[config.mk]
export PLATFORM = sky130hd
export DESIGN_NAME = lifo_stack
export DESIGN_NICKNAME = d
export VERILOG_FILES = /design/src/rtl/lifo_pkg.sv /design/src/rtl/lifo_regfile.sv /design/src/rtl/lifo_stack.sv
export SDC_FILE = /design/constraint.sdc
export NUM_CORES = 1
export LEC_CHECK = 0
export ABC_AREA = 1
export BUFFER_PORTS_ARGS = -buffer_cell sky130_fd_sc_hd__buf_2
export CAP_MARGIN = 30
export CORE_MARGIN = 3
export CORE_UTILIZATION = 30
export CTS_CLUSTER_SIZE = 12
export DETAILED_ROUTE_END_ITERATION = 10
export PLACE_DENSITY = 0.49
export SYNTH_ARGS = -nofsm -noshare
export SYNTH_HDL_FRONTEND = slang
export SYNTH_HIERARCHICAL = 1
export SYNTH_SLANG_ARGS = --single-unit
[constraint.sdc]
create_clock -name i_clk -period 2.21 [get_ports i_clk]
set_input_delay 0.442 -clock i_clk [delete_from_list [all_inputs] [get_ports i_clk]]
set_output_delay 0.442 -clock i_clk [all_outputs]
set_load 0.01 [all_outputs]
[src/rtl/lifo_pkg.sv]
// Shared definitions for the LIFO stack: default sizing, count width helper
// and the operation code decoded from the {push, pop} strobe pair.
package lifo_pkg;

    localparam int unsigned DEFAULT_WIDTH = 8;
    localparam int unsigned DEFAULT_DEPTH = 8;

    // Count must represent 0..DEPTH inclusive.
    function automatic int unsigned count_width(input int unsigned depth);
        return $clog2(depth + 1);
    endfunction

    typedef enum logic [1:0] {
        OP_NONE    = 2'd0,
        OP_PUSH    = 2'd1,
        OP_POP     = 2'd2,
        OP_REPLACE = 2'd3
    } op_e;

    // Both strobes together mean "replace the top entry".
    function automatic op_e decode_op(input logic push, input logic pop);
        op_e op;
        case ({push, pop})
            2'b10:   op = OP_PUSH;
            2'b01:   op = OP_POP;
            2'b11:   op = OP_REPLACE;
            default: op = OP_NONE;
        endcase
        return op;
    endfunction

endpackage

[src/rtl/lifo_regfile.sv]
// DEPTH x WIDTH flop array backing the LIFO stack.
// Ports:
//   clk      clock
//   we       write enable
//   waddr    write address
//   wdata    write data
//   raddr    read address
//   rdata_c  combinational read data at raddr
// Contents are not reset; the stack never reads an entry it has not written.
module lifo_regfile
    import lifo_pkg::*;
#(
    parameter int unsigned WIDTH = DEFAULT_WIDTH,
    parameter int unsigned DEPTH = DEFAULT_DEPTH
) (
    input  logic                     clk,
    input  logic                     we,
    input  logic [$clog2(DEPTH)-1:0] waddr,
    input  logic [WIDTH-1:0]         wdata,
    input  logic [$clog2(DEPTH)-1:0] raddr,
    output logic [WIDTH-1:0]         rdata_c
);

    logic [WIDTH-1:0] mem [DEPTH];

    // Single write port.
    always_ff @(posedge clk) begin
        if (we) begin
            mem[waddr] <= wdata;
        end
    end

    // Asynchronous read port, used for the pop look-ahead.
    assign rdata_c = mem[raddr];

endmodule

[src/rtl/lifo_stack.sv]
// Parameterised LIFO stack presenting a registered top-of-stack.
// Ports:
//   i_clk    clock
//   i_rst_n  asynchronous active-low reset
//   i_push   push strobe (with i_pop: replace top)
//   i_pop    pop strobe
//   i_data   data to push / replace
//   o_data   registered top-of-stack, 0 when empty
//   o_empty  no entries held
//   o_full   DEPTH entries held
//   o_count  number of entries held
//   o_err    push-when-full or pop-when-empty detected
// Build option: define LIFO_STICKY_ERR_EN to make o_err sticky until reset;
// otherwise o_err is a one-cycle pulse after each error event.
module lifo_stack
    import lifo_pkg::*;
#(
    parameter int unsigned WIDTH = DEFAULT_WIDTH,
    parameter int unsigned DEPTH = DEFAULT_DEPTH
) (
    input  logic                       i_clk,
    input  logic                       i_rst_n,
    input  logic                       i_push,
    input  logic                       i_pop,
    input  logic [WIDTH-1:0]           i_data,
    output logic [WIDTH-1:0]           o_data,
    output logic                       o_empty,
    output logic                       o_full,
    output logic [$clog2(DEPTH+1)-1:0] o_count,
    output logic                       o_err
);

    localparam int unsigned CW = count_width(DEPTH);
    localparam int unsigned AW = $clog2(DEPTH);
    localparam logic [CW-1:0] DEPTH_C = CW'(DEPTH);
    localparam logic [CW-1:0] ONE_C   = CW'(1);
    localparam logic [CW-1:0] TWO_C   = CW'(2);

    op_e              op;
    logic [CW-1:0]    count_nxt;
    logic [WIDTH-1:0] data_nxt;
    logic             err_evt;
    logic             we;
    logic [AW-1:0]    waddr;
    logic [AW-1:0]    raddr;
    logic [WIDTH-1:0] rdata_c;

    // Entry below the top, so a pop can load o_data in the same edge.
    assign raddr = AW'(o_count - TWO_C);

    lifo_regfile #(
        .WIDTH (WIDTH),
        .DEPTH (DEPTH)
    ) u_regfile (
        .clk     (i_clk),
        .we      (we),
        .waddr   (waddr),
        .wdata   (i_data),
        .raddr   (raddr),
        .rdata_c (rdata_c)
    );

    // Next count, top-of-stack, write request and error event per operation.
    always_comb begin
        op        = decode_op(i_push, i_pop);
        count_nxt = o_count;
        data_nxt  = o_data;
        err_evt   = 1'b0;
        we        = 1'b0;
        waddr     = '0;
        case (op)
            OP_PUSH: begin
                if (o_full) begin
                    err_evt = 1'b1;
                end else begin
                    we        = 1'b1;
                    waddr     = AW'(o_count);
                    count_nxt = o_count + ONE_C;
                    data_nxt  = i_data;
                end
            end
            OP_POP: begin
                if (o_empty) begin
                    err_evt = 1'b1;
                end else if (o_count == ONE_C) begin
                    count_nxt = '0;
                    data_nxt  = '0;
                end else begin
                    count_nxt = o_count - ONE_C;
                    data_nxt  = rdata_c;
                end
            end
            OP_REPLACE: begin
                // An empty stack turns replace into a push plus an underflow flag.
                we       = 1'b1;
                data_nxt = i_data;
                if (o_empty) begin
                    waddr     = '0;
                    count_nxt = ONE_C;
                    err_evt   = 1'b1;
                end else begin
                    waddr = AW'(o_count - ONE_C);
                end
            end
            default: begin
            end
        endcase
    end

    // Count, flags and top-of-stack register.
    always_ff @(posedge i_clk or negedge i_rst_n) begin
        if (!i_rst_n) begin
            o_count <= '0;
            o_data  <= '0;
            o_empty <= 1'b1;
            o_full  <= 1'b0;
        end else begin
            o_count <= count_nxt;
            o_data  <= data_nxt;
            o_empty <= (count_nxt == '0);
            o_full  <= (count_nxt == DEPTH_C);
        end
    end

    // Error indication.
    always_ff @(posedge i_clk or negedge i_rst_n) begin
        if (!i_rst_n) begin
            o_err <= 1'b0;
        end else begin
`ifdef LIFO_STICKY_ERR_EN
            o_err <= o_err | err_evt;
`else
            o_err <= err_evt;
`endif
        end
    end

endmodule

After elaboration in Yosys (flattened, before gate mapping). Memories as Yosys holds them, arrays and structs flattened. Cells that the tools add are included.

Register bits: 15. Latch bits: 0. Memory bits (writable): 64. Bits in read-only memories: 0. Bits of input ports: 12. Output and inout bits: 15. Logic and storage cells: 43. Memories kept: 1.

Memories: u_regfile.mem (depth 8, bits a word 8, rd ports 1, clocked after Yosys merged registers in 0, write ports 1, RTL line lifo_regfile.sv:24) `logic [WIDTH-1:0] mem [DEPTH];`.

Add/subtract/negate cells: 3. $mul: 0. Divide/modulo/power cells: 0. $lt $le $gt $ge: 0. Equality and inequality tests: 10. Shifts and indexed selects: 0. Muxes and demuxes: 20. Bitwise operators: 0. Reductions and logical operators: 4.

Operator list (count): 8-bit 2-to-1 mux (3); 8-bit one-hot mux with 3 select lines (1); 4-bit 2-to-1 mux (4); 4-bit one-hot mux with 3 select lines (1); 2-bit == test (second input constant) (4); 3-bit 2-to-1 mux (2); 2-bit one-hot mux with 3 select lines (1); 3-bit one-hot mux with 2 select lines (1); 1-bit 2-to-1 mux (5); 4-bit by 1-bit adder with 4-bit output (second input constant) (1); 2-bit by 1-bit == test with 1-bit output (second input constant) (2); 4-bit by 1-bit == test with 1-bit output (second input constant) (1); 4-bit == test (second input constant) (1); 4-bit logical NOT (1); 2-bit inequality test (second input constant) (2); 1-bit one-hot mux with 2 select lines (2); 4-bit by 1-bit subtractor with 4-bit output (second input constant) (1); 3-bit AND reduction (1); 3-bit nonzero test (1); 3-bit by 2-bit subtractor with 3-bit output (second input constant) (1); 2-bit OR reduction (1).

Depth between registers and ports, before layout. Gate-level depths: netlist of run 1.

Depth after elaboration: 6. Mapped depth: 12.

Hierarchy. The synthesis of run 1 kept the hierarchy.

Modules (own cells, without submodules): lifo_regfile (instances 1, cells an instance 295, area an instance 2890.3 um^2, sequential area each 1921.8 um^2); lifo_stack (instances 1, cells an instance 139, area an instance 1026.0 um^2, sequential area each 376.6 um^2).

Worst setup path before layout of run 1. No wires, ideal clock.

Path kind: input -> register. Start point: in i_pop. End point: mem u_regfile/mem[1][0] (netlist name) (enable). Arrival time: 1675 ps. Setup slack: 165 ps. Stages on the path: 7. Buffers on the path: 1. Cells stage by stage: buf_2 > nand2_1 > nor2_1 > inv_1 > o21ai_0 > nand2_1 > nor2_1.

Elaborated cells between the ends (all ways): 10.

RTL lines: from (decl) (RTL line lifo_stack.sv:24) `input logic i_pop,`; 2-bit == test or 2-bit by 1-bit == test with 1-bit output (tied branches) (RTL line lifo_pkg.sv:23) `case ({push, pop})`; 2-bit one-hot mux with 3 select lines (*) (RTL line lifo_pkg.sv:23); 2-bit == test or 2-bit by 1-bit == test with 1-bit output (tied branches) (RTL line lifo_stack.sv:71) `case (op)`; 3-bit one-hot mux with 2 select lines (*) (RTL line lifo_stack.sv:71); named net waddr[0] (RTL line lifo_stack.sv:44) `logic [AW-1:0] waddr;`; to (decl) (RTL line lifo_regfile.sv:24).

The timed path passes the listed nets; every way through them passes the cells marked *.

Worst setup path in the final report of run 1.
Start point: reg o_empty. End point: mem u_regfile/mem[0][6] (netlist name) (enable).

Cells in the longest elaborated chain, start to end: 2.

Ends and longest elaborated chain: from (decl) (RTL line lifo_stack.sv:27) `output logic o_empty,`; from (signal assigned) (RTL line lifo_stack.sv:120) `o_empty <= (count_nxt == '0);`; 3-bit 2-to-1 mux (RTL line lifo_stack.sv:97) `if (o_empty) begin`; 3-bit one-hot mux with 2 select lines (RTL line lifo_stack.sv:71); named net waddr[2] (RTL line lifo_stack.sv:44).

The timed path passes the listed nets, and every way through them passes these cells.

==> results of run 1 <==
==> sequential cells by signal (all words and copies together) (netlist names) <==
signal,flops
o_full,1
o_data,8
o_err,1
o_count,4
u_regfile/mem,64
o_empty,1
==> critical path, stage by stage (launching register included) <==
cell and delay [ps]:
dfstp_2 580, inv_1 130, nand2_1 120, nor2_1 70, buf_4 150, nand2_1 50
o21ai_0 140, inv_1 110, nand2_1 70, nor2_1 100, buf_4 190
==> layout make-up <==
cell class                      count  area (µm²)  share of cell area (%)
Clock buffer                       10         229                    5.02
Inverter                           87         329                    7.21
Clock inverter                      6        67.6                    1.48
Multi-Input combinational cell    253        1160                    25.4
Timing Repair Buffer               42         263                    5.76
Tap cell                          172         215                    4.72
Sequential cell                    79        2300                    50.4
==> cells by family after synthesis <==
| kind of cell | after synthesis |
|---|---|
| compound gates | 28 |
| fa+ha+maj | 7 |
| simple gates | 218 |
| buf+inv | 102 |
| flops | 79 |
==> synth_stat cells <==
| library cell | n |
|---|---|
| nand2_4 | 1 |
| inv_4 | 1 |
| a21oi_4 | 1 |
| o21ai_0 | 5 |
| nand4_1 | 4 |
| nand2_2 | 1 |
| ha_1 | 7 |
| nand2_1 | 146 |
| nor2_1 | 22 |
| edfxtp_1 | 64 |
| buf_4 | 4 |
| dfrtp_1 | 14 |
| o22ai_1 | 1 |
| a21oi_2 | 1 |
| inv_2 | 5 |
| o21ai_1 | 1 |
| buf_2 | 4 |
| inv_1 | 81 |
| nand3_1 | 42 |
| a21oi_1 | 11 |
| nor2_2 | 2 |
| dfstp_2 | 1 |
| a22oi_1 | 8 |
| buf_6 | 7 |
==> through the flow <==
| step | hold WS [ps] | instance area, µm² | worst slack (ps) | std cells |
|---|---|---|---|---|
| after global placement | 376 | 4270 | 235 | 633 |
| after detailed placement | 381 | 4270 | 226 | 633 |
| after global routing | 28.5 | 4560 | 48.1 | 649 |
| final | 9.83 | 4560 | 231 | 649 |
| after CTS | 14.0 | 4560 | 227 | 649 |
| after floorplan | 146 | 3920 | 165 | 434 |
==> power groups by stage <==
stage	Clock (mW)	Combinational (mW)	Sequential [mW]
floorplan	0	1.26	1.99
global placement	0	1.84	1.96
detailed placement	0	1.85	1.96
CTS	1.52	1.85	1.93
global route	1.59	2.07	1.95
finish	1.48	1.84	1.92
==> routing by layer <==
metal  share of wire, %  track usage, %  vias to the layer above
met4                1.5            4.60                        0
met1                 45            17.8                     1364
met3                4.5            4.12                       13
met5                  0               0                        -
met2                 49            22.1                       48
li1                   -               -                     1441
==> worst max path at each step <==
stage	to	slack [ps]	cells past startpoint
floorplan	u_regfile/mem[1][0]	170	7
global placement	u_regfile/mem[5][3]	240	8
detailed placement	u_regfile/mem[5][3]	230	8
CTS	u_regfile/mem[0][1]	230	10
global route	u_regfile/mem[0][2]	50	10
finish	u_regfile/mem[0][6]	230	10
==> key figures, run 1 <==
Run status
  • Outcome: completed

Synth
  • Synth Area in Adders: under 10%
  • Post-synthesis xor/xnor area fraction: 0%
  • Largest family of logic cells by synthesized area: simple AND/OR/NAND/NOR gates
  • Mux contribution to synthesized area: 0%
  • Area share of the largest cell type after synthesis: 49.1%
  • Compound-Gate Fraction of Synth Area: 4.50%
  • Syn Nets: 453
  • Synth unique cells: 24
  • Avg Cell Area, Syn: 9.02 µm²
  • Synth Area in Simple Gates: a little under a quarter
  • Synth area leader: edfxtp_1
  • Synth Instances: 434
  • Top cells by area, synth: edfxtp_1 49%, nand2_1 14%, dfrtp_1 8.9%
  • Seq cells post-synth: 79
  • Sequential area share after synthesis: 58.7%
  • Post-Syn Area: a little under 4000 µm²
  • YS warnings: 6

Power and ir drop
  • Leakage Power: ~2.2 nW
  • Comb power frac: 35.0%
  • Sw frac: 37.1%
  • Clk pwr share: between 20 and 30%
  • Power Total: between 5 and 6 mW
  • Pint: 3.30 mW
  • Cell Pwr Density: 1150 nW/µm²
  • Peak supply drop: 0.599 mV
  • Register share of total power: 36.7%
  • Sw Pwr: just under 2 mW

Finish
  • ANT cells: 0
  • Most common cell after layout, fill and taps aside: nand2_1
  • Final Util: 36.0%
  • Share of post-route cells with drive strength above 1: 14.7%
  • Synth-to-Final Area Change: 16.5%
  • Final nets: 491
  • Most frequent cells in the layout: 146 x nand2_1, 81 x inv_1, 64 x edfxtp_1
  • Final-layout fill cell count: 1297

Clock network
  • Clock transition at the registers of the reported paths: ~60 ps
  • CTS tree: done
  • Total CTS buffers: 9
  • Hold buffers post-CTS: 0
  • H-tree levels: 3
  • CTS root buf: clkbuf_16
  • # Post-CTS Setup Buffers: 0
  • Clk sinks: 79
  • Post-cts resize count: 0
  • Clk buf depth: 2
  • Clk_lat worst skew: about 340 ps

STA
  • Slew Limit Headroom: between 70% and 80%
  • Max Clock Freq: between 0.5 and 0.6 GHz
  • Fin crit share: between 80 and 90%
  • Worst slew pin tran: approximately 400 ps
  • Unrepaired setup endpoints after global routing: no
  • Final hold violation count: 0
  • Skew final: 8.27 ps
  • Tmin final: a little under 2000 ps
  • # setup viols final: 0
  • Fin. max-slew vios: 0
  • Setup TNS: 0 ps

Die
  • Die Footprint: roughly 14000 µm²
  • Rows: 41
  • Starting Density: about 30%
  • IO Pins: 27
  • Die Y: ~120 µm
  • Die X: 120 µm
  • Area of the core: between 10000 and 15000 µm²

Worst setup path
  • Crit-path max FO: 8
  • CP required: roughly 2300 ps
  • Worst setup startpoint: o_empty
  • Crit Reg-Reg Endpoint: u_regfile/mem[0][6]
  • R2R cell count: 10
  • Startpoint Class: flop
  • CP Class: flop to flop
  • Critical path endpoint category: flop
  • Worst flop-to-flop path startpoint: o_empty
  • Crit path arrival time: 2030 ps
  • Reg2Reg Setup Slack: between 200 and 250 ps

Global route
  • Total track usage: 13.7%
  • Global-route wire length before repair: 15000 µm
  • Largest net degree at the start of global routing: 33
  • Initial antenna violation count: 0
  • GR Overflow Total: 0
  • Vias in the first global route: 2827

Flow run
  • # Max-Cap Violations: 0

Route
  • Via count: roughly 2900
  • Initial drt markers: 187
  • Total Wirelength: 9480 µm
  • DRC viols: 0
  • Vias/cell: approximately 4.4
  • Post-DRT Antenna Nets: 0
  • First drt pass iteration count: 4
  • WL/cell: approximately 15 µm

Place
  • Gpl congestion: 0.836
  • Final HPWL DP: ~6800 µm
  • IO buf count: 26

Hold path
  • Tightest Hold Check Type: primary input to async pin
(Power assumes the default switching activity.)
==> run 2: changes to the inputs <==
CAP_MARGIN = unset   (was 30)
clock period = 2.2 ns   (was 2.21 ns; I/O delays follow)
==> key figures, run 2 (same netlist as run 1, synthesis figures left out) <==
Finish
  • Most common cell after layout, fill and taps aside: nand2_1
  • Final nets: 490 (-0.20%)
  • Most frequent cells in the layout: 146 x nand2_1, 81 x inv_1, 64 x edfxtp_1
  • ANT cells: 0 (unchanged)
  • Final-layout fill cell count: 1340 (+3.3%)
  • Area occupied by multi-input gates: 1160 µm² (unchanged)
  • Post-route design area: 4540 µm² (-0.58%)
  • Largest register FFs: 64 (unchanged)
  • Sequential Area: 2300 µm² (unchanged)
  • Top flop regs: u_regfile/mem (64), o_data (8), o_count (4)
  • Share of post-route cells with drive strength above 1: 14.7% (+0.031 points)
  • Top reg by flops: u_regfile/mem
  • Synth-to-Final Area Change: 15.8%

Clock network
  • Post-cts resize count: 0 (unchanged)
  • CTS root buf: clkbuf_16
  • Clock transition at the registers of the reported paths: 70 ps (about the same)
  • Total CTS buffers: 9 (unchanged)
  • Hold buffers post-CTS: 0 (unchanged)
  • Clk sinks: 79 (unchanged)
  • CTS tree: done
  • H-tree levels: 3 (unchanged)
  • Clk_lat worst skew: 340 ps (about the same)
  • Clk buf depth: 2 (unchanged)
  • # Post-CTS Setup Buffers: 0 (unchanged)

Worst setup path
  • Crit path arrival time: 2010 ps (-20 ps)
  • Worst flop-to-flop path startpoint: o_empty
  • Most frequent CP cell: nand2_1
  • Worst setup startpoint: o_empty
  • Worst Path Buf+Inv: 4 (unchanged)
  • Reg2Reg Setup Slack: 240 ps (about the same)
  • CP top delay family: flip-flops
  • Crit Reg-Reg Endpoint: u_regfile/mem[0][0]
  • CP required: 2250 ps (about the same)
  • Startpoint Class: flop
  • CP Class: flop to flop
  • Worst path max stage delay: 570 ps (about the same)
  • Slowest CP cell: dfstp_2
  • Crit-path max FO: 8 (unchanged)
  • R2R cell count: 10 (unchanged)
  • Cells along the critical path: inv_1, nand2_1, nor2_1, buf_4, nand2_1, o21ai_0, inv_1, nand2_1, nor2_1, buf_4
  • Critical path endpoint category: flop

STA
  • Skew final: 8.95 ps (+0.672 ps)
  • Tmin final: 1960 ps (-24.1 ps)
  • Worst setup margin: 245 ps (+14.1 ps)
  • Setup TNS: 0 ps (unchanged)
  • Final hold violation count: 0 (unchanged)
  • Slew Limit Headroom: 72.0% (-1.5 points)
  • # setup viols final: 0 (unchanged)
  • Fin crit share: 88.9% (-0.69 points)
  • Worst slew pin tran: 418 ps (+22.7 ps)
  • Max Clock Freq: 0.511 GHz (+1.2%)
  • Unrepaired setup endpoints after global routing: no
  • Fin. max-slew vios: 0 (unchanged)

Die
  • Area of the core: 12700 µm² (unchanged)
  • Die Y: 120 µm (unchanged)
  • Die X: 120 µm (unchanged)
  • Rows: 41 (unchanged)
  • IO Pins: 27 (unchanged)
  • Starting Density: 30.9% (unchanged)
  • Die Footprint: 14500 µm² (unchanged)

Flow run
  • # Max-Cap Violations: 0 (unchanged)

Place
  • IO buf count: 26 (unchanged)
  • Gpl congestion: 0.836 (about the same)
  • Cell area after placement: 4250 µm² (-0.47%)
  • Final HPWL DP: 6690 µm (-0.97%)
  • Pre-CTS setup slack: 203 ps (-22.7 ps)

Hold path
  • Tightest Hold Check Type: primary input to async pin

Power and ir drop
  • Leakage Power: 2.15 nW (-0.27%)
  • Peak supply drop: 0.359 mV (-40%)
  • Cell Pwr Density: 1140 nW/µm² (-1.2%)

Global route
  • Largest net degree at the start of global routing: 33 (unchanged)
  • Initial antenna violation count: 0 (unchanged)
  • GR Overflow Total: 0 (unchanged)
  • Vias in the first global route: 2911 (+3.0%)
  • Global-route wire length before repair: 15100 µm (+0.97%)
  • Total track usage: 13.8% (+0.025 points)

Route
  • Via count: 2888 (+0.77%)
  • DRC viols: 0 (unchanged)
  • First drt pass iteration count: 4 (unchanged)
  • Post-DRT Antenna Nets: 0 (unchanged)
  • Total Wirelength: 9300 µm (-1.9%)
  • WL/cell: 14.3 µm (-1.8%)
  • Vias/cell: 4.46 (+0.92%)
  • Initial drt markers: 225 (+20%)

Run status
  • Outcome: completed
==> run 2: cell count changes in the layout (fill, tap and decap cells not counted), sizes merged <==
cell      previous run  this run
inv                 89        90
clkbuf              10         9
bufinv               1         0
clkinv               1         4
buf                 42        41
clkinvlp             2         0
==> run 2: how the worst max path moves through the flow <==
stage / cells after the start / slack (ps) / end
6_report: 10 / 240 / u_regfile/mem[0][0]
2_1_floorplan: 7 / 160 / u_regfile/mem[1][0]
5_1_grt: 10 / 90 / u_regfile/mem[0][4]
3_5_place_dp: 9 / 200 / u_regfile/mem[4][3]
4_1_cts: 10 / 210 / u_regfile/mem[0][6]
3_3_place_gp: 8 / 220 / u_regfile/mem[3][4]
==> run 2: final cells by class <==
class	count	area share, %
Clock inverter	7	1.43
Tap cell	172	4.74
Sequential cell	79	50.7
Timing Repair Buffer	41	5.35
Inverter	87	7.26
Clock buffer	9	4.97
Multi-Input combinational cell	253	25.6
==> run 2: worst register-to-register path, stage by stage, from the launching register on <==
cell	delay (ps)
dfstp_2	570
inv_1	110
nand2_1	120
nor2_1	70
buf_4	140
nand2_1	40
o21ai_0	140
inv_1	110
nand2_1	70
nor2_1	120
buf_4	190
==> run 2: per-stage QoR <==
step | power (mW) | util, % | instances | hold slack, ps
global route | 5.55 | 35.8 | 648 | 31.6
detailed placement | 3.77 | 33.5 | 632 | 381
finish | 5.15 | 35.8 | 648 | 14.8
floorplan | 3.27 | - | 434 | 144
global placement | 3.77 | 33.5 | 632 | 374
CTS | 5.22 | 35.8 | 648 | 17.9
==> run 2: routing by layer <==
| metal | vias up | share of wire [%] | GRT usage [%] |
|---|---|---|---|
| met5 | - | 0 | 0 |
| met4 | 0 | 1.2 | 4.75 |
| met3 | 8 | 3.1 | 3.37 |
| met2 | 41 | 49 | 22.6 |
| met1 | 1396 | 47 | 17.8 |
| li1 | 1443 | - | - |
==> run 2: where the power goes <==
group          switching, mW  total, mW  internal (mW)
logic                   1.22       1.80          0.579
registers              0.102       1.92           1.82
clock network          0.640       1.43          0.788
